### config.mk
export PLATFORM = sky130hd
export DESIGN_NAME = sdram_client_arbiter
export DESIGN_NICKNAME = d
export VERILOG_FILES = /design/src/rtl/sdram_client_arbiter.sv
export SDC_FILE = /design/constraint.sdc
export NUM_CORES = 1
export LEC_CHECK = 0
export ABC_AREA = 1
export ABC_CLOCK_PERIOD_IN_PS = 3200
export BUFFER_PORTS_ARGS = -buffer_cell sky130_fd_sc_hd__buf_2
export CAP_MARGIN = 30
export CORE_ASPECT_RATIO = 0.75
export CORE_MARGIN = 10
export CORE_UTILIZATION = 46
export DETAILED_ROUTE_END_ITERATION = 12
export GPL_TIMING_DRIVEN = 0
export PLACE_DENSITY = 0.8
export RECOVER_POWER = 25
export SLEW_MARGIN = 5
export SYNTH_ARGS = -nofsm -noshare
export SYNTH_HDL_FRONTEND = slang
export SYNTH_SLANG_ARGS = --single-unit
### constraint.sdc
create_clock -name clk -period 3.2 [get_ports clk]
set_input_delay 0.64 -clock clk [delete_from_list [all_inputs] [get_ports clk]]
set_output_delay 0.64 -clock clk [all_outputs]
set_load 0.005 [all_outputs]
### src/rtl/sdram_client_arbiter.sv
// rtl/sdram_client_arbiter.sv - two-client toggle-handshake arbiter in front of an SDRAM command backend
module sdram_client_arbiter (
   input  logic        clk,
   input  logic        reset,
   input  logic [26:1] cpu_addr,
   input  logic [15:0] cpu_data,
   input  logic [1:0]  cpu_be,
   input  logic        cpu_rw,
   input  logic        cpu_req,
   output logic        cpu_ack,
   output logic [15:0] cpu_q,
   input  logic [26:1] scn_addr,
   input  logic        scn_req,
   output logic        scn_ack,
   output logic [31:0] scn_q,
   output logic [26:1] mem_addr,
   output logic [15:0] mem_wdata,
   output logic [1:0]  mem_be,
   output logic        mem_we,
   output logic        mem_cmd_valid,
   input  logic        mem_cmd_ready,
   input  logic        mem_rd_valid,
   input  logic [15:0] mem_rd_data
);

   typedef enum logic [2:0] {
      IDLE     = 3'd0,
      CPU_CMD  = 3'd1,
      CPU_RD   = 3'd2,
      SCN_CMD0 = 3'd3,
      SCN_RD0  = 3'd4,
      SCN_CMD1 = 3'd5,
      SCN_RD1  = 3'd6
   } state_t;

   state_t state, state_next;

   logic cpu_pend;
   logic scn_pend;
   logic last_scn;     // 1 when scn was the most recent grant
   logic grant_cpu;
   logic grant_scn;
   logic cmd_accept;

   // A client is pending while its request toggle differs from our acknowledge toggle.
   assign cpu_pend   = cpu_req ^ cpu_ack;
   assign scn_pend   = scn_req ^ scn_ack;
   assign cmd_accept = mem_cmd_valid & mem_cmd_ready;

   // State register.
   always_ff @(posedge clk or posedge reset) begin
      if (reset) state <= IDLE;
      else       state <= state_next;
   end

   // Next state and grant decisions; ties go to the client not granted last.
   always_comb begin
      state_next = state;
      grant_cpu  = 1'b0;
      grant_scn  = 1'b0;
      case (state)
         IDLE: begin
            if (cpu_pend && (!scn_pend || last_scn)) begin
               grant_cpu  = 1'b1;
               state_next = CPU_CMD;
            end else if (scn_pend) begin
               grant_scn  = 1'b1;
               state_next = SCN_CMD0;
            end
         end
         CPU_CMD:  if (cmd_accept)   state_next = mem_we ? IDLE : CPU_RD;
         CPU_RD:   if (mem_rd_valid) state_next = IDLE;
         SCN_CMD0: if (cmd_accept)   state_next = SCN_RD0;
         SCN_RD0:  if (mem_rd_valid) state_next = SCN_CMD1;
         SCN_CMD1: if (cmd_accept)   state_next = SCN_RD1;
         SCN_RD1:  if (mem_rd_valid) state_next = IDLE;
         default:                    state_next = IDLE;
      endcase
   end

   // Command fields, read-data capture, acknowledge toggles and grant history.
   always_ff @(posedge clk or posedge reset) begin
      if (reset) begin
         cpu_ack       <= 1'b0;
         scn_ack       <= 1'b0;
         cpu_q         <= 16'h0000;
         scn_q         <= 32'h0000_0000;
         mem_addr      <= '0;
         mem_wdata     <= 16'h0000;
         mem_be        <= 2'b00;
         mem_we        <= 1'b0;
         mem_cmd_valid <= 1'b0;
         last_scn      <= 1'b1;
      end else begin
         case (state)
            IDLE: begin
               if (grant_cpu) begin
                  mem_addr      <= cpu_addr;
                  mem_wdata     <= cpu_data;
                  mem_be        <= cpu_be;
                  mem_we        <= ~cpu_rw;
                  mem_cmd_valid <= 1'b1;
                  last_scn      <= 1'b0;
               end else if (grant_scn) begin
                  mem_addr      <= scn_addr;
                  mem_be        <= 2'b11;
                  mem_we        <= 1'b0;
                  mem_cmd_valid <= 1'b1;
                  last_scn      <= 1'b1;
               end
            end
            CPU_CMD: begin
               if (cmd_accept) begin
                  mem_cmd_valid <= 1'b0;
                  // Writes complete at acceptance; reads wait for their data.
                  if (mem_we) cpu_ack <= ~cpu_ack;
               end
            end
            CPU_RD: begin
               if (mem_rd_valid) begin
                  cpu_q   <= mem_rd_data;
                  cpu_ack <= ~cpu_ack;
               end
            end
            SCN_CMD0, SCN_CMD1: begin
               if (cmd_accept) mem_cmd_valid <= 1'b0;
            end
            SCN_RD0: begin
               if (mem_rd_valid) begin
                  scn_q[31:16]  <= mem_rd_data;
                  // Second half of the tilemap word; 26-bit increment wraps naturally.
                  mem_addr      <= mem_addr + 26'd1;
                  mem_cmd_valid <= 1'b1;
               end
            end
            SCN_RD1: begin
               if (mem_rd_valid) begin
                  scn_q[15:0] <= mem_rd_data;
                  scn_ack     <= ~scn_ack;
               end
            end
            default: ;
         endcase
      end
   end

endmodule

==> results of run 1 <==
## critical path: stages
cell and delay, ps:
clkbuf_1 80, clkinvlp_2 350, buf_12 270, clkbuf_1 930
## cell families (layout without fill, tap and decap cells)
kind of cell    count (synthesis)  count (layout)
simple gates                  424             424
buf+inv                       130             337
compound gates                105             105
flops                         100             100
xor+xnor                        4               4
fa+ha+maj                       1               1
## flip-flops by register name, summed over array words and instances (netlist names)
| signal | count |
|---|---|
| cpu_ack | 1 |
| cpu_q | 16 |
| last_scn | 1 |
| mem_addr | 26 |
| mem_be | 2 |
| mem_cmd_valid | 1 |
| mem_wdata | 16 |
| mem_we | 1 |
| scn_ack | 1 |
| scn_q | 32 |
| state | 3 |
## area by class of cell
type	instances	share of cell area, %
inverter	101	5.44
clock buffer	9	3.22
clock inverter	7	1.31
timing repair buffer	191	14.1
sequential	100	35.8
tap	162	2.90
multi-input combinational	534	34.4
buffer	29	2.90
## synthesized netlist by cell type, drive strengths merged
master   number  area [um2]
nand2       297        1140
dfrtp        99        2480
inv          99         372
nor2         75         304
o21ai        71         355
nand3        34         193
a21oi        27         176
buf          24         184
nand4        11        68.8
clkbuf        5        18.8
xor2          4        35.0
clkinv        2        7.51
nor3          2        21.3
nor3b         2        20.0
o211ai        2        15.0
o22ai         2        12.5
or2           2        12.5
dfstp         1        26.3
ha            1        12.5
nand3b        1        7.51
o2111ai       1        8.76
o21a          1        7.51
o21bai        1        7.51
## power breakdown
part / leakage, nW / total [W] / switching [W] / internal (W)
sequential: 1.22 / 0.00241 / 0.000545 / 0.00187
clock: 0.152 / 0.00111 / 0.000544 / 0.000566
combinational: 2.55 / 0.00318 / 0.00191 / 0.00128
## path summary, 6_finish.rpt
check                      end  slack (ps)  cells after the start
setup / recovery   mem_addr[9]        1160                      4
hold / removal       cpu_q[10]         300                      2
setup reg to reg  mem_addr[15]        1440                     10
hold reg to reg      scn_q[23]         480                      2
max in group clk  mem_addr[15]        1440                     10
min in group clk        mem_we         480                      2
## per-stage QoR
stage / util, % / hold WS [ps] / total power, W / worst slack [ps] / instance area (um2)
detailed placement: 57.7 / 462 / 0.00562 / 1240 / 6700
finish: 60.2 / 297 / 0.00670 / 1160 / 6990
floorplan: - / 472 / 0.00429 / 1370 / 5490
global route: 60.2 / 331 / 0.00729 / 752 / 6990
global placement: 57.1 / 460 / 0.00553 / 681 / 6640
CTS: 60.4 / 240 / 0.00675 / 1440 / 7020
## metal layers
metal,up-vias,wire (um)
met5,-,0
met4,0,146
met3,12,1590
met2,219,7740
met1,2488,8200
li1,2767,-
==> impl_table.tex, run 1 <==
\begin{tabular}{lr}
\hline
Metric & Value \\
\hline
\multicolumn{2}{l}{\textbf{GRT}} \\
\quad Vias in the first global route & slightly above 5000 \\
\quad Peak-usage layer in the global routing report & met2 \\
\quad Global-route met3 utilization & 6.64\% \\
\quad Met2 Track Usage GR & about a third \\
\quad Gr usage total & between 20\% and 30\% \\
\quad Initial antenna violation count & 0 \\
\quad Met1 usage in global routing & between 20 and 30\% \\
\quad Overflow left after global routing & 0 \\
\quad Maximum number of pins on one net before global-route repair & 38 \\
\quad Global-route wire length before repair & between 20 and 30 mm \\
\multicolumn{2}{l}{\textbf{Place}} \\
\quad Dpl hpwl & about 14 mm \\
\quad Number of buffer cells added on primary ports & approximately 190 \\
\quad Cell Count Post-Placement & 1117 \\
\quad Final Wtd Congestion & 0.980 \\
\multicolumn{2}{l}{\textbf{Clocking}} \\
\quad Number of sinks handled by clock tree synthesis & 100 \\
\quad Count of instances resized after the clock tree is built & 0 \\
\quad Maximum clock insertion buffer count & 2 \\
\quad Root Driver & clkbuf\_16 \\
\quad Post-CTS setup buffers & 0 \\
\quad Clock slew at reported path FFs & approximately 80 ps \\
\quad Insertion delay to the later sink of the worst-skew pair & approximately 340 ps \\
\quad Hold Buf Count CTS & 0 \\
\quad Total clock buffers created by CTS & 9 \\
\quad Clock H-tree levels & 3 \\
\quad TritonCTS clock tree & yes \\
\multicolumn{2}{l}{\textbf{Yosys}} \\
\quad Part of the Yosys area used for sequential elements & a little under half \\
\quad Post-Syn Area & around 5500 um2 \\
\quad Number of synthesized register bits & 100 \\
\quad XOR/XNOR Fraction of Synth Area & less than 1\% \\
\quad Synth Area in Adders & less than 1\% \\
\quad Post-Synthesis Mean Instance Area & between 7 and 8 um2 \\
\quad Number of nets in the synthesized netlist & 858 \\
\quad Largest family of logic cells by synthesized area & simple AND/OR/NAND/NOR gates \\
\quad Area fraction in compound gates after synthesis & 10.6\% \\
\quad Synth cell types & 36 \\
\quad Post-Synth Simple-Gate Area & 32.3\% \\
\quad Syn Inst Count & between 700 and 800 \\
\quad Mux cell area share after synthesis & 0\% \\
\quad Count of synthesis-stage warnings from yosys & 0 \\
\multicolumn{2}{l}{\textbf{Worst setup path}} \\
\quad Required time worst endpoint & 3460 ps \\
\quad Crit end category & asynchronous set/reset pin \\
\quad Startpoint kind of the worst setup timing path & primary input \\
\quad Critical path data arrival time & 2300 ps \\
\quad Type of the worst setup path & in2async \\
\quad Crit Reg-Reg Startpoint & mem\_addr[1] \\
\quad Largest fanout on the critical path & 34 \\
\quad Launching element of the worst setup path & reset \\
\multicolumn{2}{l}{\textbf{Timing}} \\
\quad Final Setup Violations & 0 \\
\quad Setup repair after global routing missed its margin & no \\
\quad Number of pins with negative max-slew slack in the final report & 0 \\
\quad Number of failing hold endpoints at the final stage & 0 \\
\quad Post-layout min period & 2040 ps \\
\quad Tightest slew margin relative to the limit & between 10\% and 20\% \\
\quad Share of the clock period used by the worst path after layout & 63.7\% \\
\quad Final TNS setup & 0 ps \\
\quad Pin slew with the least headroom to its limit & $\sim$1200 ps \\
\quad Max Clock Skew & between 10 and 15 ps \\
\quad Highest Clock Rate & just under 500 MHz \\
\multicolumn{2}{l}{\textbf{Cells and area}} \\
\quad Most frequent standard cell in the layout excluding fill and tap cells & nand2\_1 \\
\quad Footprint of the multi-input gates & between 2000 and 2500 um2 \\
\quad Fillcell total & roughly 1100 \\
\quad Number of antenna cells inserted & 0 \\
\quad Fraction of final layout cells sized beyond drive strength 1 & 29.0\% \\
\quad \# nets final & approximately 1100 \\
\quad Cell Count, Final, Fillers Out & between 1000 and 1500 \\
\quad Layout area overhead & 27.4\% \\
\quad Area of all sequential standard cells & about 2500 um2 \\
\quad Highest-count cells in the layout ignoring fill and taps & nand2\_1 (289), buf\_2 (199), dfrtp\_1 (99) \\
\multicolumn{2}{l}{\textbf{Routing}} \\
\quad Antenna violation net count after detailed routing & 0 \\
\quad Avg WL per Cell & between 15 and 20 um \\
\quad Routed Wire Length & between 15 and 20 mm \\
\quad Total via count in the routed design & between 5000 and 6000 \\
\quad First-pass iteration count of the detailed router & 5 \\
\quad Number of remaining DRC errors & 0 \\
\quad Number of DRC markers in iteration 0 & roughly 380 \\
\quad Via/cell ratio & 4.84 \\
\multicolumn{2}{l}{\textbf{Pwr}} \\
\quad Maximum VDD drop & 0.521 mV \\
\quad Power density cells & 959 nW/um2 \\
\quad Leakage power & between 3 and 4 nW \\
\multicolumn{2}{l}{\textbf{Floorplanning}} \\
\quad Placement row count & 34 \\
\quad Number of top-level design ports & approximately 190 \\
\quad Die width & $\sim$150 um \\
\quad Floorplan core area & about 12000 um2 \\
\quad Vertical die dimension & about 110 um \\
\quad Total die area & $\sim$17000 um2 \\
\quad Initial cell density of the core & a little under half \\
\multicolumn{2}{l}{\textbf{Run}} \\
\quad Maxcap violations & 0 \\
\multicolumn{2}{l}{\textbf{Worst hold path}} \\
\quad Class of the most critical hold timing path & in2async \\
\multicolumn{2}{l}{\textbf{Outcome}} \\
\quad Outcome & finished, final reports clean \\
\hline
\end{tabular}
No activity file was read; power rests on OpenSTA's default activity.
==> run 2, diff against run 1 <==
--- a/config.mk
+++ b/config.mk
@@ -6,7 +6,7 @@
 export NUM_CORES = 1
 export LEC_CHECK = 0
 export ABC_AREA = 1
-export ABC_CLOCK_PERIOD_IN_PS = 3200
+export ABC_CLOCK_PERIOD_IN_PS = 1850
 export BUFFER_PORTS_ARGS = -buffer_cell sky130_fd_sc_hd__buf_2
 export CAP_MARGIN = 30
 export CORE_ASPECT_RATIO = 0.75
==> constraint.sdc (replaced) <==
create_clock -name clk -period 1.85 [get_ports clk]
set_input_delay 0.37 -clock clk [delete_from_list [all_inputs] [get_ports clk]]
set_output_delay 0.37 -clock clk [all_outputs]
set_load 0.005 [all_outputs]
==> run 2 against run 1 <==
Against the previous run:
- clock skew up 1.0 ps
- count of clock-buffer cells in the layout unchanged
- utilization up 0.097 points
- via count up 0.80%
- combinational power up 72%
- largest power group unchanged
- routed wire length up 0.62%
- highest routed layer unchanged
- first-iteration DRC count up 4.2%
==> impl_table.tex, run 2 (same netlist as run 1, synthesis figures left out) <==
\begin{tabular}{lr}
\hline
Metric & Value \\
\hline
\multicolumn{2}{l}{\textbf{Outcome}} \\
\quad Outcome & finished, final reports clean \\
\multicolumn{2}{l}{\textbf{Place}} \\
\quad Dpl hpwl & 14.2 mm (unchanged) \\
\quad Standard cell area after detailed placement & 6700 um2 (unchanged) \\
\quad Dpl ws & 109 ps (-1140 ps) \\
\quad Number of buffer cells added on primary ports & 188 (unchanged) \\
\quad Final Wtd Congestion & 0.980 (unchanged) \\
\multicolumn{2}{l}{\textbf{Cells and area}} \\
\quad Max reg flops & 32 (unchanged) \\
\quad Area of all sequential standard cells & 2500 um2 (about the same) \\
\quad Largest registers & scn\_q x32, mem\_addr x26 \\
\quad Fraction of final layout cells sized beyond drive strength 1 & 26.6\% (-2.4 points) \\
\quad Final instance area & 7000 um2 (+0.16\%) \\
\quad Most frequent standard cell in the layout excluding fill and tap cells & nand2\_1 \\
\quad Number of antenna cells inserted & 0 (unchanged) \\
\quad Footprint of the multi-input gates & 2410 um2 (+0.42\%) \\
\quad Layout area overhead & 27.6\% \\
\quad Fillcell total & 1116 (+0.90\%) \\
\quad Highest-count cells in the layout ignoring fill and taps & nand2\_1 (289), buf\_2 (172), dfrtp\_1 (98) \\
\quad Register with the highest flop count & scn\_q \\
\quad \# nets final & 1061 (+0.094\%) \\
\multicolumn{2}{l}{\textbf{Pwr}} \\
\quad Power density cells & 1650 nW/um2 (+72\%) \\
\quad Maximum VDD drop & 0.903 mV (+73\%) \\
\quad Leakage power & 3.85 nW (-2.0\%) \\
\multicolumn{2}{l}{\textbf{Timing}} \\
\quad Setup repair after global routing missed its margin & no \\
\quad Highest Clock Rate & approximately 580 MHz \\
\quad Pin slew with the least headroom to its limit & 556 ps (-685 ps) \\
\quad Tightest slew margin relative to the limit & 62.7\% (+45 points) \\
\quad Post-layout min period & about 1700 ps \\
\quad Number of pins with negative max-slew slack in the final report & 0 (unchanged) \\
\quad Share of the clock period used by the worst path after layout & between 90\% and 100\% \\
\quad Minimum setup slack in the final design & 135 ps (-1030 ps) \\
\quad Max Clock Skew & 11.6 ps (+1.03 ps) \\
\quad Final Setup Violations & 0 (unchanged) \\
\quad Number of failing hold endpoints at the final stage & 0 (unchanged) \\
\multicolumn{2}{l}{\textbf{Routing}} \\
\quad First-pass iteration count of the detailed router & 5 (unchanged) \\
\quad Antenna violation net count after detailed routing & 0 (unchanged) \\
\quad Number of remaining DRC errors & 0 (unchanged) \\
\quad Via/cell ratio & 4.88 (+0.71\%) \\
\quad Routed Wire Length & 17.8 mm (+0.62\%) \\
\quad Number of DRC markers in iteration 0 & 394 (+4.2\%) \\
\quad Total via count in the routed design & 5530 (+0.80\%) \\
\quad Avg WL per Cell & 15.7 um (+0.53\%) \\
\multicolumn{2}{l}{\textbf{Worst setup path}} \\
\quad Type of the worst setup path & reg2reg \\
\quad Startpoint kind of the worst setup timing path & register \\
\quad Crit end category & register \\
\quad Critical path data arrival time & 1950 ps (-350 ps) \\
\quad Largest fanout on the critical path & 10 (-71\%) \\
\quad Required time worst endpoint & 2080 ps (-1380 ps) \\
\multicolumn{2}{l}{\textbf{Clocking}} \\
\quad Root Driver & clkbuf\_16 \\
\quad TritonCTS clock tree & yes \\
\quad Number of sinks handled by clock tree synthesis & 100 (unchanged) \\
\quad Insertion delay to the later sink of the worst-skew pair & 340 ps (about the same) \\
\quad Maximum clock insertion buffer count & 2 (unchanged) \\
\quad Clock slew at reported path FFs & 80 ps (about the same) \\
\quad Total clock buffers created by CTS & 9 (unchanged) \\
\quad Post-CTS setup buffers & 0 (unchanged) \\
\quad Clock H-tree levels & 3 (unchanged) \\
\multicolumn{2}{l}{\textbf{Worst hold path}} \\
\quad Class of the most critical hold timing path & in2reg \\
\multicolumn{2}{l}{\textbf{Floorplanning}} \\
\quad Floorplan core area & 11600 um2 (unchanged) \\
\quad Initial cell density of the core & 47.3\% (unchanged) \\
\quad Vertical die dimension & 115 um (unchanged) \\
\quad Total die area & 16700 um2 (unchanged) \\
\quad Die width & 146 um (unchanged) \\
\quad Number of top-level design ports & 189 (unchanged) \\
\quad Placement row count & 34 (unchanged) \\
\multicolumn{2}{l}{\textbf{GRT}} \\
\quad Global-route wire length before repair & 28.1 mm (about the same) \\
\quad Vias in the first global route & 5194 (+0.058\%) \\
\quad Gr usage total & 20.7\% (about the same) \\
\quad Overflow left after global routing & 0 (unchanged) \\
\quad Initial antenna violation count & 0 (unchanged) \\
\quad Maximum number of pins on one net before global-route repair & 38 (unchanged) \\
\multicolumn{2}{l}{\textbf{Run}} \\
\quad Maxcap violations & 0 (unchanged) \\
\hline
\end{tabular}
[run 2: cell types whose count changed in the layout (fill, tap and decap cells not counted), sizes merged]
cell	delta
clkbuf	+26
dlygate4sd3	+1
buf	-26
[run 2: worst max-delay path: stages, from the launching register on]
cell	delay [ps]
dfstp_2	520
inv_1	80
nand3_2	210
nand3_4	190
inv_2	110
buf_6	130
nand2_1	60
nand3_1	120
nand2_1	80
nand2_1	60
nand2_1	50
[run 2: power by group]
part | switching [W] | internal [W]
combinational | 0.00331 | 0.00215
clock | 0.000938 | 0.000978
sequential | 0.000962 | 0.00323
total | 0.00521 | 0.00636
[run 2: stage by stage]
| step | util (%) | hold WS, ps | std cells | power [W] | TNS (ps) |
|---|---|---|---|---|---|
| after floorplan | - | 472 | 764 | 0.00743 | 0 |
| after global placement | 57.1 | 460 | 1114 | 0.00956 | -38650 |
| after detailed placement | 57.7 | 339 | 1117 | 0.00973 | 0 |
| after CTS | 60.5 | 198 | 1134 | 0.0117 | 0 |
| after global routing | 60.3 | 217 | 1134 | 0.0126 | 0 |
| final | 60.3 | 212 | 1134 | 0.0116 | 0 |
[run 2: final cells by class]
class	count	share of cell area (%)
flip-flops and latches	100	35.8
multi-input cells	534	34.4
clock buffers	9	3.22
well taps	162	2.89
clock inverters	7	1.30
repair buffers	192	14.0
plain buffers	29	2.89
inverters	101	5.43
[run 2: per-layer routing]
metal  part of all wire, %  up-vias  track usage [%]
met2                    44      210             31.4
met5                     0        -                0
met4                  0.86        0             3.26
met3                   8.5       14             6.64
met1                    47     2535             28.8
li1                      -     2771                -
[run 2: worst paths after layout]
path | start | endpoint | slack, ps | depth (start not counted)
worst max-delay path | last_scn | mem_addr[17] | 140 | 10
worst min-delay path | cpu_rw | mem_we | 210 | 2
worst max register to register | last_scn | mem_addr[17] | 140 | 10
worst min register to register | scn_q[4] | scn_q[4] | 480 | 2
max in group asynchronous | reset | mem_wdata[13] | 470 | 5
min in group asynchronous | reset | cpu_q[10] | 590 | 3
[run 2: timing repair]
action / in CTS / in global routing
resized for setup: 0 / 4
hold buffers: 1 / 0
endpoints found under the hold margin: 10 / 0
endpoints found under the setup margin: 0 / 6
